### src/rtl/instruction_fetch_unit_if.sv
// Fetch-side bus bundle: control inputs from hazard/branch logic, the
// combinational program-ROM address/data pair, and the IF/ID register outputs.
//   master : the fetch unit (drives PC, ROM address, IF/ID, fault status)
//   slave  : the environment (hazard unit, branch/jump resolution, ROM)
interface instruction_fetch_unit_if #(
  parameter int DATA_WIDTH = 32
);
  logic                  Stall_i;
  logic                  Branch_i;
  logic [DATA_WIDTH-1:0] BranchTarget_i;
  logic                  Jump_i;
  logic [DATA_WIDTH-1:0] JumpTarget_i;
  logic [DATA_WIDTH-1:0] MemInstruction_i;
  logic [DATA_WIDTH-1:0] MemAddress_o;
  logic [DATA_WIDTH-1:0] PC_o;
  logic [DATA_WIDTH-1:0] IFID_Instruction_o;
  logic [DATA_WIDTH-1:0] IFID_PC4_o;
  logic                  IFID_Valid_o;
  logic                  Fault_o;
  logic [DATA_WIDTH-1:0] FaultPC_o;

  modport master (
    input  Stall_i, Branch_i, BranchTarget_i, Jump_i, JumpTarget_i, MemInstruction_i,
    output MemAddress_o, PC_o, IFID_Instruction_o, IFID_PC4_o, IFID_Valid_o,
           Fault_o, FaultPC_o
  );

  modport slave (
    output Stall_i, Branch_i, BranchTarget_i, Jump_i, JumpTarget_i, MemInstruction_i,
    input  MemAddress_o, PC_o, IFID_Instruction_o, IFID_PC4_o, IFID_Valid_o,
           Fault_o, FaultPC_o
  );
endinterface

### src/rtl/instruction_fetch_unit.sv
// Fetch-stage sequencer. Owns the PC, presents it to a combinational program
// ROM and registers the returned word plus PC+4 into the IF/ID register.
// Handles stall, jump/branch redirect (with IF/ID squash) and traps fetch
// addresses that are misaligned or outside the ROM window.
// Ports:
//   clk   : clock, all state on rising edge
//   reset : synchronous active-low reset
//   bus   : instruction_fetch_unit_if.master (controls, ROM, IF/ID, fault)
module instruction_fetch_unit #(
  parameter int                    DATA_WIDTH   = 32,
  parameter int                    MEMORY_DEPTH = 32,
  parameter logic [DATA_WIDTH-1:0] PC_RESET     = DATA_WIDTH'(32'h0040_0000)
) (
  input  logic                     clk,
  input  logic                     reset,
  instruction_fetch_unit_if.master bus
);

  typedef enum logic [1:0] {BOOT, RUN, HALT} state_t;

  typedef struct packed {
    logic [DATA_WIDTH-1:0] instr;
    logic [DATA_WIDTH-1:0] pc4;
    logic                  valid;
  } ifid_t;

  state_t                state_q, state_d;
  logic [DATA_WIDTH-1:0] pc_q, pc_d;
  ifid_t                 ifid_q, ifid_d;
  logic                  fault_q, fault_d;
  logic [DATA_WIDTH-1:0] fpc_q, fpc_d;

  logic [DATA_WIDTH-1:0] pc_plus4;
  logic [DATA_WIDTH-1:0] cand;
  logic                  load;

  assign pc_plus4 = pc_q + DATA_WIDTH'(4);

  // Offset from base is unsigned, so addresses below PC_RESET wrap to huge
  // values and fail the depth compare as well.
  function automatic logic bad_addr(input logic [DATA_WIDTH-1:0] a);
    logic [DATA_WIDTH-1:0] off;
    off = a - PC_RESET;
    return (a[1:0] != 2'b00) || ((off >> 2) >= DATA_WIDTH'(MEMORY_DEPTH));
  endfunction

  always_ff @(posedge clk) begin
    if (!reset) begin
      state_q <= BOOT;
      pc_q    <= PC_RESET;
      ifid_q  <= '0;
      fault_q <= 1'b0;
      fpc_q   <= '0;
    end else begin
      state_q <= state_d;
      pc_q    <= pc_d;
      ifid_q  <= ifid_d;
      fault_q <= fault_d;
      fpc_q   <= fpc_d;
    end
  end

  always_comb begin
    state_d = state_q;
    pc_d    = pc_q;
    ifid_d  = ifid_q;
    fault_d = fault_q;
    fpc_d   = fpc_q;
    cand    = pc_plus4;
    load    = 1'b0;
    unique case (state_q)
      BOOT: state_d = RUN;
      RUN: begin
        // Redirects override stall; jump outranks branch.
        if (bus.Jump_i || bus.Branch_i) begin
          cand   = bus.Jump_i ? bus.JumpTarget_i : bus.BranchTarget_i;
          ifid_d = '0;
          load   = 1'b1;
        end else if (!bus.Stall_i) begin
          cand   = pc_plus4;
          ifid_d = '{instr: bus.MemInstruction_i, pc4: pc_plus4, valid: 1'b1};
          load   = 1'b1;
        end
        // A bad next-PC traps; the IF/ID update above still takes effect.
        if (load) begin
          if (bad_addr(cand)) begin
            fault_d = 1'b1;
            fpc_d   = cand;
            state_d = HALT;
          end else begin
            pc_d = cand;
          end
        end
      end
      HALT: ifid_d.valid = 1'b0;
      default: state_d = BOOT;
    endcase
  end

  assign bus.MemAddress_o       = pc_q;
  assign bus.PC_o               = pc_q;
  assign bus.IFID_Instruction_o = ifid_q.instr;
  assign bus.IFID_PC4_o         = ifid_q.pc4;
  assign bus.IFID_Valid_o       = ifid_q.valid;
  assign bus.Fault_o            = fault_q;
  assign bus.FaultPC_o          = fpc_q;

endmodule

### src/flat_wrapper.sv
// flat-port wrapper written by rule: the top's interface ports become plain ports
module instruction_fetch_unit_flat 
#(
  parameter int                    DATA_WIDTH   = 32,
  parameter int                    MEMORY_DEPTH = 32,
  parameter logic [DATA_WIDTH-1:0] PC_RESET     = DATA_WIDTH'(32'h0040_0000)
)
  (clk, reset, bus_Stall_i, bus_Branch_i, bus_BranchTarget_i, bus_Jump_i, bus_JumpTarget_i, bus_MemInstruction_i, bus_MemAddress_o, bus_PC_o, bus_IFID_Instruction_o, bus_IFID_PC4_o, bus_IFID_Valid_o, bus_Fault_o, bus_FaultPC_o);
  instruction_fetch_unit_if #(.DATA_WIDTH(DATA_WIDTH)) bus_i ();
  input  logic clk;
  input  logic reset;
  input wire logic [$bits(bus_i.Stall_i)-1:0] bus_Stall_i;
  input wire logic [$bits(bus_i.Branch_i)-1:0] bus_Branch_i;
  input wire logic [$bits(bus_i.BranchTarget_i)-1:0] bus_BranchTarget_i;
  input wire logic [$bits(bus_i.Jump_i)-1:0] bus_Jump_i;
  input wire logic [$bits(bus_i.JumpTarget_i)-1:0] bus_JumpTarget_i;
  input wire logic [$bits(bus_i.MemInstruction_i)-1:0] bus_MemInstruction_i;
  output wire logic [$bits(bus_i.MemAddress_o)-1:0] bus_MemAddress_o;
  output wire logic [$bits(bus_i.PC_o)-1:0] bus_PC_o;
  output wire logic [$bits(bus_i.IFID_Instruction_o)-1:0] bus_IFID_Instruction_o;
  output wire logic [$bits(bus_i.IFID_PC4_o)-1:0] bus_IFID_PC4_o;
  output wire logic [$bits(bus_i.IFID_Valid_o)-1:0] bus_IFID_Valid_o;
  output wire logic [$bits(bus_i.Fault_o)-1:0] bus_Fault_o;
  output wire logic [$bits(bus_i.FaultPC_o)-1:0] bus_FaultPC_o;
  assign bus_i.Stall_i = bus_Stall_i;
  assign bus_i.Branch_i = bus_Branch_i;
  assign bus_i.BranchTarget_i = bus_BranchTarget_i;
  assign bus_i.Jump_i = bus_Jump_i;
  assign bus_i.JumpTarget_i = bus_JumpTarget_i;
  assign bus_i.MemInstruction_i = bus_MemInstruction_i;
  assign bus_MemAddress_o = bus_i.MemAddress_o;
  assign bus_PC_o = bus_i.PC_o;
  assign bus_IFID_Instruction_o = bus_i.IFID_Instruction_o;
  assign bus_IFID_PC4_o = bus_i.IFID_PC4_o;
  assign bus_IFID_Valid_o = bus_i.IFID_Valid_o;
  assign bus_Fault_o = bus_i.Fault_o;
  assign bus_FaultPC_o = bus_i.FaultPC_o;
  instruction_fetch_unit #(.DATA_WIDTH(DATA_WIDTH), .MEMORY_DEPTH(MEMORY_DEPTH), .PC_RESET(PC_RESET)) u_core (.clk(clk), .reset(reset), .bus(bus_i));
endmodule
### config.mk
export PLATFORM = sky130hd
export DESIGN_NAME = instruction_fetch_unit_flat
export DESIGN_NICKNAME = d
export VERILOG_FILES = /design/src/rtl/instruction_fetch_unit_if.sv /design/src/rtl/instruction_fetch_unit.sv /design/src/flat_wrapper.sv
export SDC_FILE = /design/constraint.sdc
export NUM_CORES = 1
export LEC_CHECK = 0
export BUFFER_PORTS_ARGS = -buffer_cell sky130_fd_sc_hd__buf_2
export CAP_MARGIN = 20
export CORE_ASPECT_RATIO = 1.1
export CORE_MARGIN = 8
export CORE_UTILIZATION = 49
export DETAILED_ROUTE_END_ITERATION = 16
export GPL_ROUTABILITY_DRIVEN = 1
export PLACE_DENSITY = 0.81
export REMOVE_ABC_BUFFERS = 1
export SLEW_MARGIN = 5
export SYNTH_ARGS = -nofsm -noshare
export SYNTH_HDL_FRONTEND = slang
export SYNTH_SLANG_ARGS = --single-unit
### constraint.sdc
create_clock -name clk -period 4.03 [get_ports clk]
set_input_delay 0 -clock clk [delete_from_list [all_inputs] [get_ports clk]]
set_output_delay 0 -clock clk [all_outputs]
set_load 0.05 [all_outputs]
==> impl_metrics.yaml, run 1 <==
critical_path:
  max_stage_delay_ps: 800
  path_cells: "nand3_2, or4_1, xnor2_1, a21o_1, or4_1, nor4_4, and3_4, nand2_4, and3_1"
  ff2ff_setup_slack_ps: 290
  r2r-start: "u_core.bus.MemAddress_o[7]$_SDFFE_PN0P_"
  timing.rr.end: "u_core.bus.MemAddress_o[31]$_SDFFE_PN0P_"
  worstSetupStartpointType: "register"
  crit_top_cell: "or4_1"
  endpoint_kind: "register"
  crit_slowest_cell: "or4_1"
  crit_arrival_ps: 4050
  worst-path-buf-inv: 0
  cp_top_family: "simple AND/OR/NAND/NOR gates"
  path_class: "register to register"
  cp_data_required_time_ps: 4340
  cp_max_fo: 32
  r2r_cells: 9
floorplanning:
  std_cell_rows: 43
  dieArea_um2: 16900
  die_w_um: 125
  core_um2: 12600
  chipHeight_um: 135
  io_pins: 263
  start_util_pct: 50.3
cells_and_area:
  final_common_cell: "buf_2"
  fin_cells: 1178
  drive_gt1_share_pct: 33.0
  finalInstanceArea_um2: 8500
  fin_util_pct: 67.2
  final_cell_mix: "262 x buf_2, 132 x dfxtp_1, 109 x nand2_1"
  synthToLayoutAreaGrowth_pct: 33.8
  fin_nets: 1112
synth:
  avgSynthCellArea_um2: 8.26
  synthAdderAreaFrac_pct: 0.788
  ys_warn_count: 0
  async_flop_share_pct: 0
  syn_inst: 769
  synth_compound_area_share_pct: 17.2
  ys.flop_type: "dfxtp_1"
  synthXorXnorAreaFrac_pct: 2.34
  ys_seq_area_share_pct: 41.6
  syn_area_um2: 6350
  synth_edf_count: 0
  ys_ff_latch: 132
  synth_top_family_by_area: "simple AND/OR/NAND/NOR gates"
  synth_cell_types: 66
  synth-simple-area-share_pct: 24.7
  synthMuxAreaShare_pct: 4.57
power_and_ir_drop:
  sequentialPowerShare_pct: 35.3
  power_frac_clock_pct: 44.2
  switching_share_pct: 30.4
  p_int_w: 0.00279
  p_leak_nw: 3.91
  pwr-share-comb_pct: 20.5
  ir_worst_vdd_mv: 0.346
  p_per_area_nw_per_um2: 472
  p_switching_w: 0.00122
sta:
  period_minus_slack_ps: 3740
  hold_viol_final: 0
  finalWorstSetupSlack_ps: 286
  max_freq_ghz: 0.267
  fin_worst_skew_ps: 7.17
  rsz0062_at_grt: "false"
  period_share_pct: 92.9
  maxSlewViolCount: 0
  worst_pin_slew_ps: 1010
  max-slew-margin-rel_pct: 32.6
  finalSetupTns_ps: 0
  setup_violations: 0
outcome:
  outcome: "completed"
worst_hold_path:
  hold_class: "primary input to register"
  min_from: "bus_JumpTarget_i[2]"
  holdPathStages: 3
  hold_path_end: "u_core.bus.MemAddress_o[2]$_SDFFE_PN0P_"
grt:
  grt_usage_pct: 26.1
  grt_pass1_wl_um: 35600
  grt_max_degree: 64
  antenna_found_initial: 1
  grt_overflow: 0
  grt_pass1_vias: 6472
detailed_routing:
  viasPerCell: 5.75
  drt_wl_total_um: 23000
  final_antenna_net_count: 0
  routed-via-count: 6770
  drt-initial-drc-count: 583
  drc: 0
  avgRoutedWirePerCell_um: 19.6
  dr.pass1.iters: 7
cts:
  cts_root_buf: "clkbuf_16"
  cts_tree: "yes"
  cts_sinks: 132
  htree_num_levels: 4
  cts_setup_buffers: 0
  clkLatencyLatePin_ps: 420
  clock_path_buffers: 2
  cts_buffers: 17
  clkSlewWorstSetupHoldPaths_ps: 60
placed_design:
  hpwlAfterDp_um: 16000
  placed_area_um2: 7440
  gp_congestion: 0.977
  pre_cts_slack_ps: 304
  portBuffers: 262
  place_inst: 1108
flow_run:
  max_cap_violations: 0
## per-stage QoR
step | total power (W) | hold slack, ps
floorplan | 0.00196 | 85.1
global placement | 0.00222 | 257
detailed placement | 0.00223 | 262
CTS | 0.00401 | 13.5
global route | 0.00414 | 5.27
finish | 0.00401 | 25.6
## sequential cells by signal, summed over array words and instances, names as in the netlist
name,count
u_core.bus.FaultPC_o,32
u_core.bus.IFID_Instruction_o,32
u_core.bus.IFID_PC4_o,32
u_core.bus.MemAddress_o,32
u_core.state_q,2
u_core.bus.Fault_o,1
u_core.bus.IFID_Valid_o,1
## worst max path at each step
stage / from / endpoint / slack [ps] / cells past startpoint
after floorplan: bus_Jump_i / u_core.bus.IFID_PC4_o[10]$_SDFFE_PN0P_ / -300 / 6
after CTS: u_core.bus.MemAddress_o[3]$_SDFFE_PN0P_ / u_core.bus.MemAddress_o[31]$_SDFFE_PN0P_ / 230 / 10
after detailed placement: u_core.bus.MemAddress_o[3]$_SDFFE_PN0P_ / u_core.bus.MemAddress_o[27]$_SDFFE_PN0P_ / 300 / 10
after global routing: u_core.bus.MemAddress_o[7]$_SDFFE_PN0P_ / u_core.bus.MemAddress_o[27]$_SDFFE_PN0P_ / 20 / 9
after global placement: u_core.bus.MemAddress_o[3]$_SDFFE_PN0P_ / u_core.bus.MemAddress_o[24]$_SDFFE_PN0P_ / 410 / 10
final: u_core.bus.MemAddress_o[7]$_SDFFE_PN0P_ / u_core.bus.MemAddress_o[31]$_SDFFE_PN0P_ / 290 / 9
## power by group through the flow
stage	Clock (W)	Sequential, W	Combinational [W]
floorplan	0	0.00167	0.000291
global placement	0	0.00144	0.000778
detailed placement	0	0.00144	0.000783
global route	0.00185	0.00142	0.000871
finish	0.00178	0.00142	0.000822
CTS	0.00179	0.00142	0.000813
## per-layer routing
metal	global-route usage [%]	part of all wire (%)
met5	0	0
met4	12.5	3.9
met3	6.11	7.4
met2	42.8	48
met1	31.8	41
## area by class of cell
class                           count  area, µm²
Sequential cell                   132       2640
Tap cell                          157        196
Clock inverter                     13        228
Antenna cell                        1       2.50
Timing Repair Buffer              312       1780
Clock buffer                       19        453
Inverter                            8       30.0
Multi-Input combinational cell    536       3170
Fill cell                        1031       4140
## cell usage after synthesis, types with 12 or more instances
master | instances | share of area [%]
mux2i_1 | 29 | 4.6
and3_1 | 27 | 2.7
nand2_1 | 110 | 6.5
a22oi_1 | 12 | 1.4
nor2_1 | 37 | 2.2
buf_4 | 32 | 3.8
dfxtp_1 | 132 | 42
clkbuf_1 | 40 | 2.4
o21ai_0 | 28 | 2.2
a21oi_1 | 79 | 6.2
nor3_1 | 23 | 1.8
nand3_1 | 56 | 4.4
## tightest hold or removal path: stages
cell,delay (ps)
buf_2,80
o211ai_1,150
mux2i_1,160
## what timing repair did
item / 4_1_cts / 5_1_grt
hold buffers: 37 / 0
gates resized for setup: 0 / 1
setup endpoints to repair: 0 / 26
hold endpoints to repair: 39 / 0
## cells by family (layout without fill, tap and decap cells)
| family | after synthesis | count (layout) |
|---|---|---|
| AO/OA/AOI/OAI | 174 | 174 |
| XOR/XNOR | 17 | 17 |
| adder cells (fa/ha/maj) | 4 | 4 |
| buffers and inverters | 101 | 352 |
| flip-flops | 132 | 132 |
| multiplexers | 29 | 29 |
| other | 0 | 1 |
| AND/OR/NAND/NOR | 312 | 312 |
Note: power is estimated with default switching activity, not from simulation.
==> inputs of run 2 (changes only) <==
--- a/config.mk
+++ b/config.mk
@@ -13,8 +13,6 @@
 export DETAILED_ROUTE_END_ITERATION = 16
 export GPL_ROUTABILITY_DRIVEN = 1
 export PLACE_DENSITY = 0.81
-export REMOVE_ABC_BUFFERS = 1
-export SLEW_MARGIN = 5
 export SYNTH_ARGS = -nofsm -noshare
 export SYNTH_HDL_FRONTEND = slang
 export SYNTH_SLANG_ARGS = --single-unit
==> impl_metrics.yaml, run 2 (same netlist as run 1, synthesis figures left out) <==
sta:
  max-slew-margin-rel_pct: 25.4
  hold_viol_final: 0
  finalSetupTns_ps: 0
  worst_pin_slew_ps: 1120
  setup_violations: 0
  fin_worst_skew_ps: 10.4
  maxSlewViolCount: 0
  period_minus_slack_ps: 3810
  period_share_pct: 94.6
  max_freq_ghz: 0.262
  finalWorstSetupSlack_ps: 217
  rsz0062_at_grt: "false"
grt:
  grt_max_degree: 59
  grt_pass1_wl_um: 34800
  grt_usage_pct: 25.4
  grt_pass1_vias: 6401
  grt_overflow: 0
  antenna_found_initial: 0
cells_and_area:
  antenna_cells: 0
  synthToLayoutAreaGrowth_pct: 31.8
  ff_latch_area_um2: 2640
  nFillCells: 1027
  multi_input_area_um2: 3170
  final_common_cell: "buf_2"
  final_cell_mix: "262 x buf_2, 132 x dfxtp_1, 109 x nand2_1"
  fin_nets: 1113
  drive_gt1_share_pct: 32.8
critical_path:
  endpoint_kind: "register"
  cp_data_required_time_ps: 4340
  path_class: "register to register"
  crit_arrival_ps: 4120
  cp_max_fo: 32
  worstSetupStartpointType: "register"
  max_stage_delay_ps: 800
  crit_top_cell: "or4_1"
  path_cells: "nand3_2, or4_1, xnor2_1, a21o_1, or4_1, nor4_4, and3_4, nand2_4, and3_1"
  crit_slowest_cell: "or4_1"
floorplanning:
  die_w_um: 125
  dieArea_um2: 16900
  core_um2: 12600
  start_util_pct: 50.3
  std_cell_rows: 43
  io_pins: 263
  chipHeight_um: 135
cts:
  cts_sinks: 132
  cts_setup_buffers: 0
  cts_buffers: 17
  clkSlewWorstSetupHoldPaths_ps: 60
  cts_root_buf: "clkbuf_16"
  clock_path_buffers: 2
  clkLatencyLatePin_ps: 420
  htree_num_levels: 4
  cts_tree: "yes"
placed_design:
  hpwlAfterDp_um: 16100
  pre_cts_slack_ps: 291
  portBuffers: 262
  gp_congestion: 0.960
synth:
  syn_nets: 874
power_and_ir_drop:
  p_total_w: 0.00365
  p_per_area_nw_per_um2: 436
  p_leak_nw: 3.84
  ir_worst_vdd_mv: 0.245
detailed_routing:
  routed-via-count: 6747
  dr.pass1.iters: 6
  drc: 0
  drt_wl_total_um: 22500
  drt-initial-drc-count: 604
  avgRoutedWirePerCell_um: 19.1
  viasPerCell: 5.73
  final_antenna_net_count: 0
worst_hold_path:
  hold_class: "primary input to register"
outcome:
  outcome: "completed"
flow_run:
  max_cap_violations: 0
## run 2: layout make-up
class / count / share of cell area [%]
Multi-Input combinational cell: 536 / 37.8
Sequential cell: 132 / 31.6
Timing Repair Buffer: 313 / 21.4
Clock buffer: 21 / 5.62
Tap cell: 157 / 2.35
Clock inverter: 11 / 0.941
Inverter: 8 / 0.359
## run 2: final timing paths
check / startpoint / end / slack, ps / depth (start not counted)
setup / recovery: u_core.bus.MemAddress_o[7]$_SDFFE_PN0P_ / u_core.bus.MemAddress_o[10]$_SDFFE_PN0P_ / 220 / 9
hold / removal: bus_JumpTarget_i[0] / u_core.bus.FaultPC_o[0]$_SDFFE_PN0P_ / 30 / 5
setup reg to reg: u_core.bus.MemAddress_o[7]$_SDFFE_PN0P_ / u_core.bus.MemAddress_o[10]$_SDFFE_PN0P_ / 220 / 9
hold reg to reg: u_core.bus.IFID_Instruction_o[23]$_SDFFE_PN0P_ / u_core.bus.IFID_Instruction_o[23]$_SDFFE_PN0P_ / 450 / 2
## run 2: metrics by stage
stage	hold slack (ps)	area, µm²	util (%)	cells
after floorplan	152	6350	-	769
after global placement	258	7440	58.9	1108
after detailed placement	265	7440	58.9	1108
after CTS	18.7	8370	66.2	1178
after global routing	70.2	8370	66.2	1178
final	30.0	8370	66.2	1178
## run 2: metal layers
layer / vias up / global-route usage, % / wire length [µm]
met2: 407 / 42.3 / 10700
met4: 0 / 10.7 / 758
met5: - / 0 / 0
met1: 3109 / 30.6 / 9200
li1: 3178 / - / -
met3: 53 / 6.34 / 1910
## run 2: worst max-delay path: cells and delay by family, from the launching register on
kind	cells	cell delay (ps)
compound gates	1	220
flops	1	500
xor+xnor	1	230
simple gates	7	2740
## run 2: power breakdown
part	switching [W]	total, W	internal [W]
sequential	0.0000380	0.00141	0.00138
combinational	0.000590	0.000816	0.000226
clock	0.000584	0.00142	0.000834
## run 2: repair_timing
action | 4_1_cts | 5_1_grt
resized for setup | 0 | 0
hold endpoints to repair | 41 | 0
hold buffers | 38 | 0
==> inputs of run 3 (changes only) <==
--- a/config.mk
+++ b/config.mk
@@ -12,7 +12,7 @@
 export CORE_UTILIZATION = 49
 export DETAILED_ROUTE_END_ITERATION = 16
 export GPL_ROUTABILITY_DRIVEN = 1
-export PLACE_DENSITY = 0.81
+export PLACE_DENSITY_LB_ADDON = 0.2
 export SYNTH_ARGS = -nofsm -noshare
 export SYNTH_HDL_FRONTEND = slang
 export SYNTH_SLANG_ARGS = --single-unit
==> impl_metrics.yaml, run 3 (same netlist as run 1, synthesis figures left out) <==
detailed_routing:
  avgRoutedWirePerCell_um: 18.4
  drt-initial-drc-count: 456
  viasPerCell: 5.57
  routed-via-count: 6557
  dr.pass1.iters: 5
  final_antenna_net_count: 0
  drt_wl_total_um: 21700
  drc: 0
floorplanning:
  chipHeight_um: 135
  io_pins: 263
  core_um2: 12600
  die_w_um: 125
  dieArea_um2: 16900
  start_util_pct: 50.3
  std_cell_rows: 43
cts:
  cts_buffers: 17
  clkSlewWorstSetupHoldPaths_ps: 60
  cts_root_buf: "clkbuf_16"
  htree_num_levels: 4
  clkLatencyLatePin_ps: 420
  cts_setup_buffers: 0
  clock_path_buffers: 2
  cts_sinks: 132
  cts_tree: "yes"
grt:
  grt_usage_pct: 24.6
  grt_max_degree: 59
  antenna_found_initial: 0
  grt_pass1_wl_um: 33900
  grt_overflow: 0
  grt_pass1_vias: 6307
placed_design:
  pre_cts_slack_ps: 203
  gp_congestion: 0.929
  hpwlAfterDp_um: 15600
  portBuffers: 262
sta:
  finalWorstSetupSlack_ps: 265
  max_freq_ghz: 0.266
  maxSlewViolCount: 0
  period_share_pct: 93.4
  max-slew-margin-rel_pct: 43.0
  hold_viol_final: 0
  finalSetupTns_ps: 0
  rsz0062_at_grt: "false"
  worst_pin_slew_ps: 852
  period_minus_slack_ps: 3770
  fin_worst_skew_ps: 6.07
  hold_ws_ps: 24.2
  setup_violations: 0
worst_hold_path:
  min_from: "bus_JumpTarget_i[1]"
  holdPathStages: 5
  hold_class: "primary input to register"
  hold_path_end: "u_core.bus.FaultPC_o[1]$_SDFFE_PN0P_"
cells_and_area:
  drive_gt1_share_pct: 32.9
  ff_latch_area_um2: 2640
  antenna_cells: 0
  nFillCells: 1106
  final_cell_mix: "262 x buf_2, 132 x dfxtp_1, 109 x nand2_1"
  synthToLayoutAreaGrowth_pct: 33.1
  final_common_cell: "buf_2"
  multi_input_area_um2: 3170
  fin_nets: 1113
critical_path:
  ff2ff_setup_slack_ps: 260
  crit_arrival_ps: 4070
  r2r_cells: 10
  endpoint_kind: "register"
  timing.rr.end: "u_core.bus.MemAddress_o[26]$_SDFFE_PN0P_"
  cp_max_fo: 32
  crit_slowest_cell: "or4_1"
  path_class: "register to register"
  worstSetupStartpointType: "register"
  r2r-start: "u_core.bus.MemAddress_o[3]$_SDFFE_PN0P_"
  max_stage_delay_ps: 590
  cp_data_required_time_ps: 4340
  path_cells: "ha_1, nand4_1, nor4_1, mux2i_1, a221o_1, or4_1, nor4_4, and3_4, nand2_4, and3_1"
power_and_ir_drop:
  p_per_area_nw_per_um2: 451
  ir_worst_vdd_mv: 0.385
  p_leak_nw: 3.90
synth:
  syn_nets: 874
outcome:
  outcome: "completed"
flow_run:
  max_cap_violations: 0
## run 3: changes by cell type in the layout (fill, tap and decap cells not counted), moves of 2 or more
| cell | before | now |
|---|---|---|
| clkinvlp_4 | 5 | 0 |
| or4_4 | 0 | 2 |
| clkbuf_1 | 1 | 3 |
| or4_1 | 6 | 4 |
| bufinv_16 | 0 | 3 |
## run 3: worst max path at each step
stage,slack (ps),to,start
5_1_grt,3,u_core.bus.MemAddress_o[10]$_SDFFE_PN0P_,u_core.bus.MemAddress_o[7]$_SDFFE_PN0P_
3_5_place_dp,200,u_core.bus.MemAddress_o[26]$_SDFFE_PN0P_,u_core.bus.MemAddress_o[7]$_SDFFE_PN0P_
6_report,260,u_core.bus.MemAddress_o[26]$_SDFFE_PN0P_,u_core.bus.MemAddress_o[3]$_SDFFE_PN0P_
4_1_cts,190,u_core.bus.MemAddress_o[15]$_SDFFE_PN0P_,u_core.bus.MemAddress_o[7]$_SDFFE_PN0P_
2_1_floorplan,270,u_core.state_q[1]$_SDFFE_PN0P_,u_core.bus.MemAddress_o[2]$_SDFFE_PN0P_
3_3_place_gp,300,u_core.bus.MemAddress_o[18]$_SDFFE_PN0P_,u_core.bus.MemAddress_o[7]$_SDFFE_PN0P_
## run 3: cell type report
| type | count | share of cell area, % |
|---|---|---|
| clock buffer | 24 | 5.81 |
| clock inverter | 8 | 1.45 |
| inverter | 8 | 0.355 |
| multi-input combinational | 536 | 37.5 |
| sequential | 132 | 31.2 |
| tap | 157 | 2.32 |
| timing repair buffer | 313 | 21.3 |
## run 3: repair_timing
| action | 4_1_cts | 5_1_grt |
|---|---|---|
| resized for setup | 0 | 2 |
| hold endpoints to repair | 40 | 0 |
| hold buffers | 37 | 0 |
| endpoints found under the setup margin | 0 | 43 |
## run 3: layer usage
layer	part of all wire, %	track usage [%]
met5	0	0
met3	7.3	6.07
met1	44	31.5
met4	2.1	8.91
met2	47	39.4
## run 3: power breakdown
group	internal (W)	switching, W	leakage (nW)
clock network	0.00104	0.000551	0.304
registers	0.00138	0.0000378	1.07
logic	0.000227	0.000585	2.53
## run 3: through the flow
stage / util (%) / instance area [µm²] / power, W / instances
2_1_floorplan: - / 6350 / 0.00200 / 769
4_1_cts: 66.7 / 8430 / 0.00383 / 1177
3_5_place_dp: 58.9 / 7440 / 0.00222 / 1108
5_1_grt: 66.9 / 8460 / 0.00395 / 1178
6_report: 66.9 / 8460 / 0.00381 / 1178
3_3_place_gp: 58.9 / 7440 / 0.00222 / 1108
## run 3: critical path, delay by kind of cell (launching register included)
family,cells,cell delay [ps]
flip-flops,1,450
AND/OR/NAND/NOR,7,2420
multiplexers,1,180
adder cells (fa/ha/maj),1,280
AO/OA/AOI/OAI,1,310
